<file path="config.mk">
export PLATFORM = sky130hd
export DESIGN_NAME = pipeline_pow2n
export DESIGN_NICKNAME = d
export VERILOG_FILES = /design/src/rtl/pipeline_pow2n_pkg.sv /design/src/rtl/pipeline_pow2n_sq_stage.sv /design/src/rtl/pipeline_pow2n.sv
export SDC_FILE = /design/constraint.sdc
export NUM_CORES = 1
export LEC_CHECK = 0
export CAP_MARGIN = 0
export CORE_MARGIN = 1
export CORE_UTILIZATION = 35
export CTS_CLUSTER_DIAMETER = 120
export DETAILED_ROUTE_END_ITERATION = 7
export PLACE_DENSITY_LB_ADDON = 0.3
export SETUP_SLACK_MARGIN = 0.1
export SYNTH_ARGS = -nofsm -noshare
export SYNTH_HDL_FRONTEND = slang
export SYNTH_SLANG_ARGS = --single-unit
</file>
<file path="constraint.sdc">
create_clock -name clock -period 8.9 [get_ports clock]
set_input_delay 1.78 -clock clock [delete_from_list [all_inputs] [get_ports clock]]
set_output_delay 1.78 -clock clock [all_outputs]
set_load 0.1 [all_outputs]
</file>
<file path="src/rtl/pipeline_pow2n_pkg.sv">
// Shared helpers for the repeated-squaring pipeline: width derivations and
// the bit offsets used to pack all stage levels into one flat vector.
package pipeline_pow2n_pkg;

  // Ceiling log2, used to size the occupancy counter.
  function automatic int clog2(input int n);
    int r;
    r = 0;
    while ((1 << r) < n) r++;
    return r;
  endfunction

  // Result width after `stages` squarings of an `in_w`-bit operand.
  function automatic int out_width(input int in_w, input int stages);
    return in_w << stages;
  endfunction

  // Offset of level k in the flat data vector; level k is (in_w << k) bits wide.
  function automatic int lvl_off(input int in_w, input int k);
    return in_w * ((1 << k) - 1);
  endfunction

endpackage

</file>
<file path="src/rtl/pipeline_pow2n_sq_stage.sv">
// One squaring register stage: valid bit, 2W-bit square, and pass-through tag.
module pipeline_sq_stage #(
  parameter int W     = 4,
  parameter int TAG_W = 4
) (
  input  logic             clock,
  input  logic             reset,
  input  logic             en,
  input  logic             in_v,
  input  logic [W-1:0]     in_d,
  input  logic [TAG_W-1:0] in_tag,
  output logic             out_v,
  output logic [2*W-1:0]   out_d,
  output logic [TAG_W-1:0] out_tag
);

  logic [2*W-1:0] ext;
  logic [2*W-1:0] sq;

  // Zero-extend before multiplying so the full 2W-bit product is kept.
  assign ext = {{W{1'b0}}, in_d};
  assign sq  = ext * ext;

  // Advance when enabled; data and tag only load from a valid source.
  always_ff @(posedge clock or negedge reset) begin
    if (!reset) begin
      out_v   <= 1'b0;
      out_d   <= '0;
      out_tag <= '0;
    end else if (en) begin
      out_v <= in_v;
      if (in_v) begin
        out_d   <= sq;
        out_tag <= in_tag;
      end
    end
  end

endmodule

</file>
<file path="src/rtl/pipeline_pow2n.sv">
// Pipelined x^(2^STAGES) by repeated squaring with valid/ready backpressure,
// bubble collapsing, a pass-through tag and an in-flight item counter.
module pipeline_pow2n
  import pipeline_pow2n_pkg::*;
#(
  parameter  int IN_W   = 4,
  parameter  int STAGES = 3,
  parameter  int TAG_W  = 4,
  localparam int OUT_W  = out_width(IN_W, STAGES),
  localparam int CNT_W  = clog2(STAGES + 1)
) (
  input  logic             clock,
  input  logic             reset,
  input  logic [IN_W-1:0]  i_value,
  input  logic [TAG_W-1:0] i_tag,
  input  logic             i_valid,
  output logic             i_ready,
  output logic [OUT_W-1:0] o_value,
  output logic [TAG_W-1:0] o_tag,
  output logic             o_valid,
  input  logic             o_ready,
  output logic             o_busy,
  output logic [CNT_W-1:0] o_count
);

  // Level 0 is the input, level k+1 is the output of stage k. Levels have
  // different widths, so they are packed back to back in one flat vector.
  localparam int FLAT_W = lvl_off(IN_W, STAGES + 1);

  logic [FLAT_W-1:0]             d_flat;
  logic [STAGES:0][TAG_W-1:0]    tag_pipe;
  logic [STAGES:0]               vld_pipe;
  logic [STAGES-1:0]             en;
  logic                          in_xfer;
  logic                          out_xfer;

  assign d_flat[IN_W-1:0] = i_value;
  assign tag_pipe[0]      = i_tag;
  assign vld_pipe[0]      = i_valid;

  genvar k;
  generate
    for (k = 0; k < STAGES; k++) begin : g_stg
      localparam int W   = IN_W << k;
      localparam int SRC = lvl_off(IN_W, k);
      localparam int DST = lvl_off(IN_W, k + 1);

      // A stage may advance unless every stage downstream of it is full
      // and the consumer is stalling; equivalent to the ripple chain
      // en[k] = !v[k] | en[k+1] without a self-referencing vector.
      assign en[k] = o_ready | ~(&vld_pipe[STAGES:k+1]);

      pipeline_sq_stage #(.W(W), .TAG_W(TAG_W)) u_stage (
        .clock   (clock),
        .reset   (reset),
        .en      (en[k]),
        .in_v    (vld_pipe[k]),
        .in_d    (d_flat[SRC+W-1:SRC]),
        .in_tag  (tag_pipe[k]),
        .out_v   (vld_pipe[k+1]),
        .out_d   (d_flat[DST+2*W-1:DST]),
        .out_tag (tag_pipe[k+1])
      );
    end
  endgenerate

  assign i_ready  = en[0];
  assign o_value  = d_flat[FLAT_W-1:FLAT_W-OUT_W];
  assign o_tag    = tag_pipe[STAGES];
  assign o_valid  = vld_pipe[STAGES];
  assign in_xfer  = i_valid & i_ready;
  assign out_xfer = o_valid & o_ready;
  assign o_busy   = (o_count != '0);

  // Occupancy: up on accept, down on emit, unchanged when both or neither.
  always_ff @(posedge clock or negedge reset) begin
    if (!reset)
      o_count <= '0;
    else if (in_xfer && !out_xfer)
      o_count <= o_count + CNT_W'(1);
    else if (out_xfer && !in_xfer)
      o_count <= o_count - CNT_W'(1);
  end

endmodule

</file>
==> flow_metrics.tcl, run 1 <==
set metrics [dict create \
    setup_tns_ns 0 \
    place_congestion 0.820 \
    clock_latency_ns 0.36 \
    yosysTopAreaCell "fa_1" \
    maxCapViolations 0 \
    hp-class "reg -> reg" \
    ios 53 \
    grt_overflow 0 \
    cts_tree "built" \
    layout-drive-gt1-share_pct 3.73 \
    route.detailed.drc 0 \
    synth-edff-count 0 \
    cts_resized 0 \
    dieWidth_um 182 \
    start_util_pct 35.7 \
    grt_pass1_wl_um 40700 \
    setup_viol 0 \
    fin_nets 1554 \
    netlist.area_leader.share_pct 30.1 \
    grt.total_usage_pct 15.4 \
    finalCritPeriodShare_pct 71.5 \
    io_buffers 51 \
    critPathKind "reg -> reg" \
    die_height_um 182 \
    routed_wirelength_um 23600 \
    synth-main-ff-cell "dfrtp_1" \
    synthTopCellsByArea "fa_1, ha_1, dfrtp_1" \
    routed_via_density 4.80 \
    post_cts_buffers 0 \
    clock_path_buffers 2 \
    syn_avg_cell_area_um2 9.32 \
    drv_slew 0 \
    ant_nets 0 \
    dieArea_mm2 0.0330 \
    syn-cell-area_mm2 0.0113 \
    antenna_cells 0 \
    final_cell_mix "inv_1, fa_1, ha_1, nand2_1, and2_1" \
    slew_headroom_pct 32.2 \
    yosysUniqueCellTypes 54 \
    root_buffer "clkbuf_16" \
    antenna_found_initial 0 \
    async_flop_share_pct 100 \
    crit_arrival_ns 6.64 \
    postSynthCellCount 1213 \
    drt_pass1_iterations 4 \
    place_hpwl_um 19400 \
    post-route-min-period_ns 6.36 \
    ctsHoldBuffers 0 \
    drt-initial-drc-count 230 \
    end_kind "flip-flop" \
    num_rows 65 \
    worstPathRequired_ns 9.18 \
    areaGrowthSynthToFinish_pct 8.95 \
    grt_max_degree 71 \
    finalHoldViolations 0 \
    outcome "complete, no violations" \
    yosysSeqAreaShare_pct 15.5 \
    rsz0062_at_grt "no" \
    worstMarginPinSlew_ns 1.01 \
    start_kind "flip-flop" \
    clock-sinks 70 \
    clk_pin_slew_worst_paths_ns 0.07 \
    final_common_cell "inv_1" \
    grt_pass1_vias 8288 \
    fmax_ghz 0.157 \
    via_count 7849 \
    htreeDepth 3 \
    ys_warn_count 0 \
    fin_skew_ns 0.0111 \
    core_mm2 0.0316 \
    cts_buffers 9 \
    cp_max_fo 14 \
    synth-seq-cells 70 \
    post_drt_wl_per_cell_um 14.4 \
]
==> layer usage <==
layer | routed length, µm | up-vias | part of all wire, % | global-route usage, %
met5 | 0 | - | 0 | 0
met4 | 370 | 0 | 1.6 | 3.97
met3 | 658 | 27 | 2.8 | 2.17
met2 | 11800 | 121 | 50 | 26.2
met1 | 10700 | 3913 | 46 | 20.4
li1 | - | 3788 | - | -
==> stage by stage <==
step | cells | utilization, % | cell area, µm² | setup WS (ns) | hold slack, ns
after floorplan | 1228 | - | 11400 | 3.18 | 0.433
after global placement | 1620 | 38.0 | 12000 | 2.70 | 0.458
after detailed placement | 1620 | 38.0 | 12000 | 2.66 | 0.460
after CTS | 1636 | 38.9 | 12300 | 2.59 | 0.476
after global routing | 1636 | 38.9 | 12300 | 2.21 | 0.495
final | 1636 | 38.9 | 12300 | 2.54 | 0.469
==> registers in the layout, indices dropped and copies added, names as in the netlist <==
name and count:
g_stg.u_stage.out_d 53, g_stg.u_stage.out_tag 12, g_stg.u_stage.out_v 3, o_count 2
==> cells in the mapped netlist (all sizes together) (4+ instances only) <==
master    n
nand2b    9
o31ai     4
and2     77
nor3      6
buf      35
o21ai    57
clkbuf   28
nand2   137
nor2     27
a31oi     4
inv     243
o211ai    5
fa      170
o21a      6
nand4     5
a221o     4
xnor2    28
nand3    11
nor2b     9
ha      143
a211oi    8
xor2     22
a21o     20
o21bai    6
or2       4
dfrtp    70
mux2     13
a21oi    31
==> cell type report <==
cell class / count / area, µm²
tap: 402 / 503
sequential: 70 / 1750
clock buffer: 9 / 225
timing repair buffer: 53 / 523
clock inverter: 7 / 57.6
multi-input combinational: 852 / 8340
inverter: 243 / 912
fill: 3181 / 19300
==> worst max-delay path, cell delays in order, from the launching register on <==
cell	delay, ns
dfrtp_1	0.68
inv_1	0.33
nor2_1	0.24
inv_1	0.08
fa_1	0.35
inv_1	0.08
fa_1	0.43
fa_1	0.46
fa_1	0.48
fa_1	0.48
inv_1	0.05
fa_1	0.48
inv_1	0.04
ha_1	0.36
a21oi_1	0.38
o21a_1	0.25
a211oi_1	0.10
o21ai_0	0.38
o31ai_2	0.11
a2111o_1	0.43
o211ai_1	0.09
==> logic make-up (layout without fill, tap and decap cells) <==
kind of cell               Yosys count  in the layout  synth area share, %
and+or+nand+nor                    300            300                 13.0
xor gates and xnor gates            50             50                 3.88
muxes                               13             13                 1.30
AOI/OAI and AO/OA                  159            159                 9.10
other                                2             17               0.0665
adders and majority gates          313            313                 45.9
DFF                                 70             70                 15.5
buffers and inverters              306            312                 11.2
==> path summary, 6_finish.rpt <==
path | startpoint | to | slack, ns | cells past startpoint
max in group asynchronous | reset | g_stg[1].u_stage.out_d[11] | 6.69 | 1
worst max-delay path | g_stg[1].u_stage.out_d[2] | g_stg[2].u_stage.out_d[31] | 2.54 | 20
min in group asynchronous | reset | g_stg[2].u_stage.out_d[12] | 1.56 | 1
worst min register to register | g_stg[1].u_stage.out_tag[1] | g_stg[2].u_stage.out_tag[1] | 0.47 | 2
worst max register to register | g_stg[1].u_stage.out_d[2] | g_stg[2].u_stage.out_d[31] | 2.54 | 20
worst min-delay path | g_stg[1].u_stage.out_tag[1] | g_stg[2].u_stage.out_tag[1] | 0.47 | 2
Power of run 1 is not shown: default switching activity piles up to over one toggle a cycle in this logic, so the estimate is an artifact.
==> inputs of run 2 (changes only) <==
==> constraint.sdc (replaced) <==
create_clock -name clock -period 5.8 [get_ports clock]
set_input_delay 1.16 -clock clock [delete_from_list [all_inputs] [get_ports clock]]
set_output_delay 1.16 -clock clock [all_outputs]
set_load 0.1 [all_outputs]
==> flow_metrics.tcl, run 2 (synthesized netlist as in run 1, its figures left out) <==
set metrics [dict create \
    outcome "complete, no violations" \
    htreeDepth 3 \
    ant_nets 0 \
    finalHoldViolations 0 \
    grt_pass1_vias 8427 \
    grt.total_usage_pct 15.5 \
    place_hpwl_um 20300 \
    start_util_pct 35.7 \
    fin_ws_ns 0.221 \
    setup_viol 0 \
    cts_buffers 9 \
    nFillCells 3088 \
    drt_pass1_iterations 4 \
    worstPathRequired_ns 6.03 \
    areaGrowthSynthToFinish_pct 19.8 \
    clock-sinks 70 \
    root_buffer "clkbuf_16" \
    layout-drive-gt1-share_pct 16.8 \
    antenna_found_initial 0 \
    place_ws_ns -0.185 \
    route.detailed.drc 0 \
    io_buffers 51 \
    dieArea_mm2 0.0330 \
    critPathKind "reg -> reg" \
    routed_via_density 4.71 \
    worstMarginPinSlew_ns 1.01 \
    reg_top3 "g_stg.u_stage.out_d (53), g_stg.u_stage.out_tag (12), g_stg.u_stage.out_v (3)" \
    post_drt_wl_per_cell_um 14.1 \
    core_mm2 0.0316 \
    grt_overflow 0 \
    cts_tree "built" \
    rsz0062_at_grt "yes" \
    finalCritPeriodShare_pct 96.2 \
    largest_reg_flops 53 \
    placedInstanceArea_mm2 0.0126 \
    antenna_cells 0 \
    drv_slew 0 \
    via_count 8177 \
    fin_skew_ns 0.0156 \
    final_common_cell "inv_1" \
    final_cell_area_mm2 0.0135 \
    place_congestion 0.854 \
    fin_nets 1654 \
    clk_pin_slew_worst_paths_ns 0.06 \
    clock_path_buffers 2 \
    ios 53 \
    maxCapViolations 0 \
    hp-class "reg -> reg" \
    num_rows 65 \
    grt_max_degree 61 \
    routed_wirelength_um 24500 \
    slew_headroom_pct 32.1 \
    crit_arrival_ns 5.81 \
    die_height_um 182 \
    start_kind "flip-flop" \
    grt_pass1_wl_um 40700 \
    dieWidth_um 182 \
    cp_max_fo 5 \
    fmax_ghz 0.179 \
    clock_latency_ns 0.36 \
    final_cell_mix "inv_1, fa_1, ha_1, nand2_1, buf_4" \
    drt-initial-drc-count 236 \
    regMostFlops "g_stg.u_stage.out_d" \
    end_kind "flip-flop" \
    whs_ns 0.478 \
    post-route-min-period_ns 5.58 \
    setup_tns_ns 0 \
]
-- run 2: cell count changes in the layout (fill, tap and decap cells not counted), sizes merged --
cell	delta
clkinv	+1
clkbuf	+1
inv	-2
buf	+100
clkinvlp	-1
bufinv	+1
-- run 2: metrics by stage --
stage	utilization, %	cells
4_1_cts	41.1	1721
6_report	42.8	1736
3_3_place_gp	39.9	1696
5_1_grt	42.8	1736
2_1_floorplan	-	1228
3_5_place_dp	39.9	1696
-- run 2: path summary, 6_finish.rpt --
check	startpoint	to	slack, ns	depth (start not counted)
min	g_stg[2].u_stage.out_d[5]	g_stg[2].u_stage.out_d[5]	0.48	2
min in group asynchronous	reset	g_stg[2].u_stage.out_d[10]	0.62	1
max in group asynchronous	reset	g_stg[1].u_stage.out_d[13]	4.06	2
min reg2reg	g_stg[2].u_stage.out_d[5]	g_stg[2].u_stage.out_d[5]	0.48	2
max	g_stg[1].u_stage.out_d[6]	g_stg[2].u_stage.out_d[31]	0.22	20
max reg2reg	g_stg[1].u_stage.out_d[6]	g_stg[2].u_stage.out_d[31]	0.22	20
-- run 2: layout make-up --
class	instances	area, µm²	area share (%)
Tap cell	402	503	3.72
Clock inverter	6	70.1	0.518
Timing Repair Buffer	153	1360	10.0
Inverter	243	916	6.77
Sequential cell	70	1760	13.0
Multi-Input combinational cell	852	8690	64.2
Clock buffer	10	239	1.77
-- run 2: timing repair --
action	CTS	global route
resized for setup	16	100
hold buffers	0	0
buffers inserted	9	15
pin swaps	1	59
endpoints found under the setup margin	14	15
-- run 2: critical path, stage by stage, from the launching register on --
cell	delay (ns)
dfrtp_2	0.44
buf_4	0.16
buf_4	0.12
buf_4	0.13
and2_1	0.16
fa_1	0.49
inv_1	0.05
fa_2	0.51
inv_1	0.05
fa_1	0.54
fa_1	0.43
fa_1	0.49
ha_1	0.31
ha_2	0.37
nand2_1	0.06
o21ba_2	0.21
o21ai_0	0.23
o21ai_2	0.12
o31ai_2	0.29
a2111o_1	0.19
o211ai_1	0.08
-- run 2: per-layer routing --
layer / vias to the layer above / track usage, % / wire [µm]
met2: 104 / 27.3 / 12500
met4: 0 / 4.14 / 373
met1: 4067 / 19.5 / 10900
met5: - / 0 / 0
li1: 3980 / - / -
met3: 26 / 2.45 / 705
Power of run 2 is left out for the same reason.
==> inputs of run 3 (changes only) <==
--- a/config.mk
+++ b/config.mk
@@ -11,7 +11,8 @@
 export CTS_CLUSTER_DIAMETER = 120
 export DETAILED_ROUTE_END_ITERATION = 7
 export PLACE_DENSITY_LB_ADDON = 0.3
-export SETUP_SLACK_MARGIN = 0.1
+export SETUP_SLACK_MARGIN = 0.02
 export SYNTH_ARGS = -nofsm -noshare
 export SYNTH_HDL_FRONTEND = slang
 export SYNTH_SLANG_ARGS = --single-unit
+export TNS_END_PERCENT = 1
==> flow_metrics.tcl, run 3 (synthesized netlist as in run 1, its figures left out) <==
set metrics [dict create \
    reg2reg_depth 22 \
    met2_usage_pct 26.3 \
    io_buffers 51 \
    grt_pass1_wl_um 40800 \
    dieWidth_um 182 \
    drt-initial-drc-count 336 \
    antenna_cells 0 \
    grt_pass1_vias 8471 \
    grt_max_degree 61 \
    largest_reg_flops 53 \
    multi_input_area_mm2 0.00849 \
    worstPathRequired_ns 6.01 \
    cp_max_fo 8 \
    routed_wirelength_um 24200 \
    final_cell_mix "inv_1, fa_1, ha_1, nand2_1, buf_4" \
    seq_area_mm2 0.00177 \
    maxCapViolations 0 \
    drt_pass1_iterations 4 \
    via_count 8172 \
    ant_nets 0 \
    hold_path.startpoint "g_stg[1].u_stage.out_tag[2]" \
    grt_use_met3_pct 2.41 \
    post_drt_wl_per_cell_um 14.1 \
    min_to "g_stg[2].u_stage.out_tag[2]" \
    final_common_cell "inv_1" \
    cts_buffers 9 \
    outcome "complete, no violations" \
    clk_pin_slew_worst_paths_ns 0.06 \
    stdcell_count 1721 \
    dp_cells 1696 \
    nFillCells 3155 \
    fin_nets 1640 \
    ios 53 \
    worstMarginPinSlew_ns 1.01 \
    clock-sinks 70 \
    slew_headroom_pct 32.3 \
    ctsHoldBuffers 0 \
    worst_r2r_endpoint "g_stg[2].u_stage.out_d[23]" \
    core_mm2 0.0316 \
    cts_tree "built" \
    die_height_um 182 \
    critPathLaunch "g_stg[1].u_stage.out_d[6]" \
    clock_latency_ns 0.35 \
    fin_skew_ns 0.0103 \
    grt_busiest_layer "met2" \
    areaGrowthSynthToFinish_pct 16.3 \
    drv_slew 0 \
    place_hpwl_um 20600 \
    clock_path_buffers 2 \
    hp-class "reg -> reg" \
    r2r-start "g_stg[1].u_stage.out_d[6]" \
    grt.total_usage_pct 15.6 \
    end_kind "flip-flop" \
    critPathKind "reg -> reg" \
    finalHoldViolations 0 \
    layout-drive-gt1-share_pct 12.9 \
    dieArea_mm2 0.0330 \
    start_util_pct 35.7 \
    routed_via_density 4.75 \
    grt_overflow 0 \
    r2r_slack_ns 0.20 \
    place_congestion 0.869 \
    setup_viol 0 \
    use_met1_pct 20.5 \
    post-route-min-period_ns 5.60 \
    start_kind "flip-flop" \
    crit_arrival_ns 5.81 \
    antenna_found_initial 0 \
    reg_top3 "g_stg.u_stage.out_d (53), g_stg.u_stage.out_tag (12), g_stg.u_stage.out_v (3)" \
    num_rows 65 \
    fmax_ghz 0.178 \
    worstHoldPathCells 2 \
    htreeDepth 3 \
    finalCritPeriodShare_pct 96.6 \
    regMostFlops "g_stg.u_stage.out_d" \
    rsz0062_at_grt "yes" \
    root_buffer "clkbuf_16" \
    route.detailed.drc 0 \
]
==> run 3: cell count changes in the layout (fill, tap and decap cells not counted), moves of 5 or more <==
| cell | delta |
|---|---|
| buf_6 | -12 |
| inv_1 | +12 |
| inv_2 | -11 |
| ha_1 | +10 |
| ha_4 | -9 |
| nand2_1 | +6 |
| fa_1 | +5 |
| fa_2 | -5 |
==> run 3: critical path: stages (launching register included) <==
cell	delay [ns]
dfrtp_2	0.47
buf_4	0.16
and2_1	0.15
inv_1	0.07
fa_1	0.43
fa_1	0.44
inv_1	0.10
ha_1	0.17
inv_1	0.06
fa_1	0.50
inv_1	0.05
fa_1	0.53
inv_1	0.05
fa_1	0.47
inv_1	0.04
ha_1	0.29
a211oi_2	0.29
o21bai_4	0.12
a221o_2	0.47
a21boi_1	0.20
o21ai_0	0.12
xnor2_1	0.19
o21ai_0	0.09
==> run 3: area by class of cell <==
type	instances	area share (%)
Sequential cell	70	13.4
Clock inverter	4	0.362
Tap cell	402	3.83
Inverter	243	6.94
Timing Repair Buffer	139	9.05
Multi-Input combinational cell	852	64.6
Clock buffer	11	1.85
==> run 3: repair_timing <==
item,4_1_cts,5_1_grt
gates cloned,0,0
setup buffers,0,10
pin swaps,0,26
gates resized for setup,10,46
endpoints found under the hold margin,0,0
setup endpoints to repair,8,13
==> run 3: stage by stage <==
| step | worst slack, ns | TNS (ns) | area, µm² | utilization [%] | hold slack, ns |
|---|---|---|---|---|---|
| final | 0.197 | 0 | 13100 | 41.6 | 0.476 |
| after global routing | -0.0222 | -0.0671 | 13100 | 41.6 | 0.496 |
| after CTS | 0.0327 | 0 | 12900 | 40.8 | 0.479 |
| after detailed placement | -0.225 | -0.571 | 12600 | 39.9 | 0.465 |
| after global placement | -0.144 | -0.400 | 12600 | 39.9 | 0.458 |
| after floorplan | 0.0783 | 0 | 11400 | - | 0.433 |
==> run 3: routing by layer <==
metal	share of wire, %	wire length [µm]	vias to the layer above
met5	0	0	-
met4	1.8	443	0
met3	3.6	869	26
met2	50	12100	109
met1	45	10800	4086
li1	-	-	3951
==> run 3: worst max-delay path by stage <==
| stage | endpoint | slack, ns | depth (start not counted) |
|---|---|---|---|
| 2_1_floorplan | g_stg[2].u_stage.out_d[31] | 0.08 | 19 |
| 3_3_place_gp | g_stg[2].u_stage.out_d[31] | -0.14 | 19 |
| 3_5_place_dp | g_stg[2].u_stage.out_d[31] | -0.22 | 19 |
| 4_1_cts | g_stg[2].u_stage.out_d[31] | 0.03 | 19 |
| 5_1_grt | g_stg[2].u_stage.out_d[25] | -0.02 | 20 |
| 6_report | g_stg[2].u_stage.out_d[23] | 0.20 | 22 |
Power of run 3 is left out for the same reason.
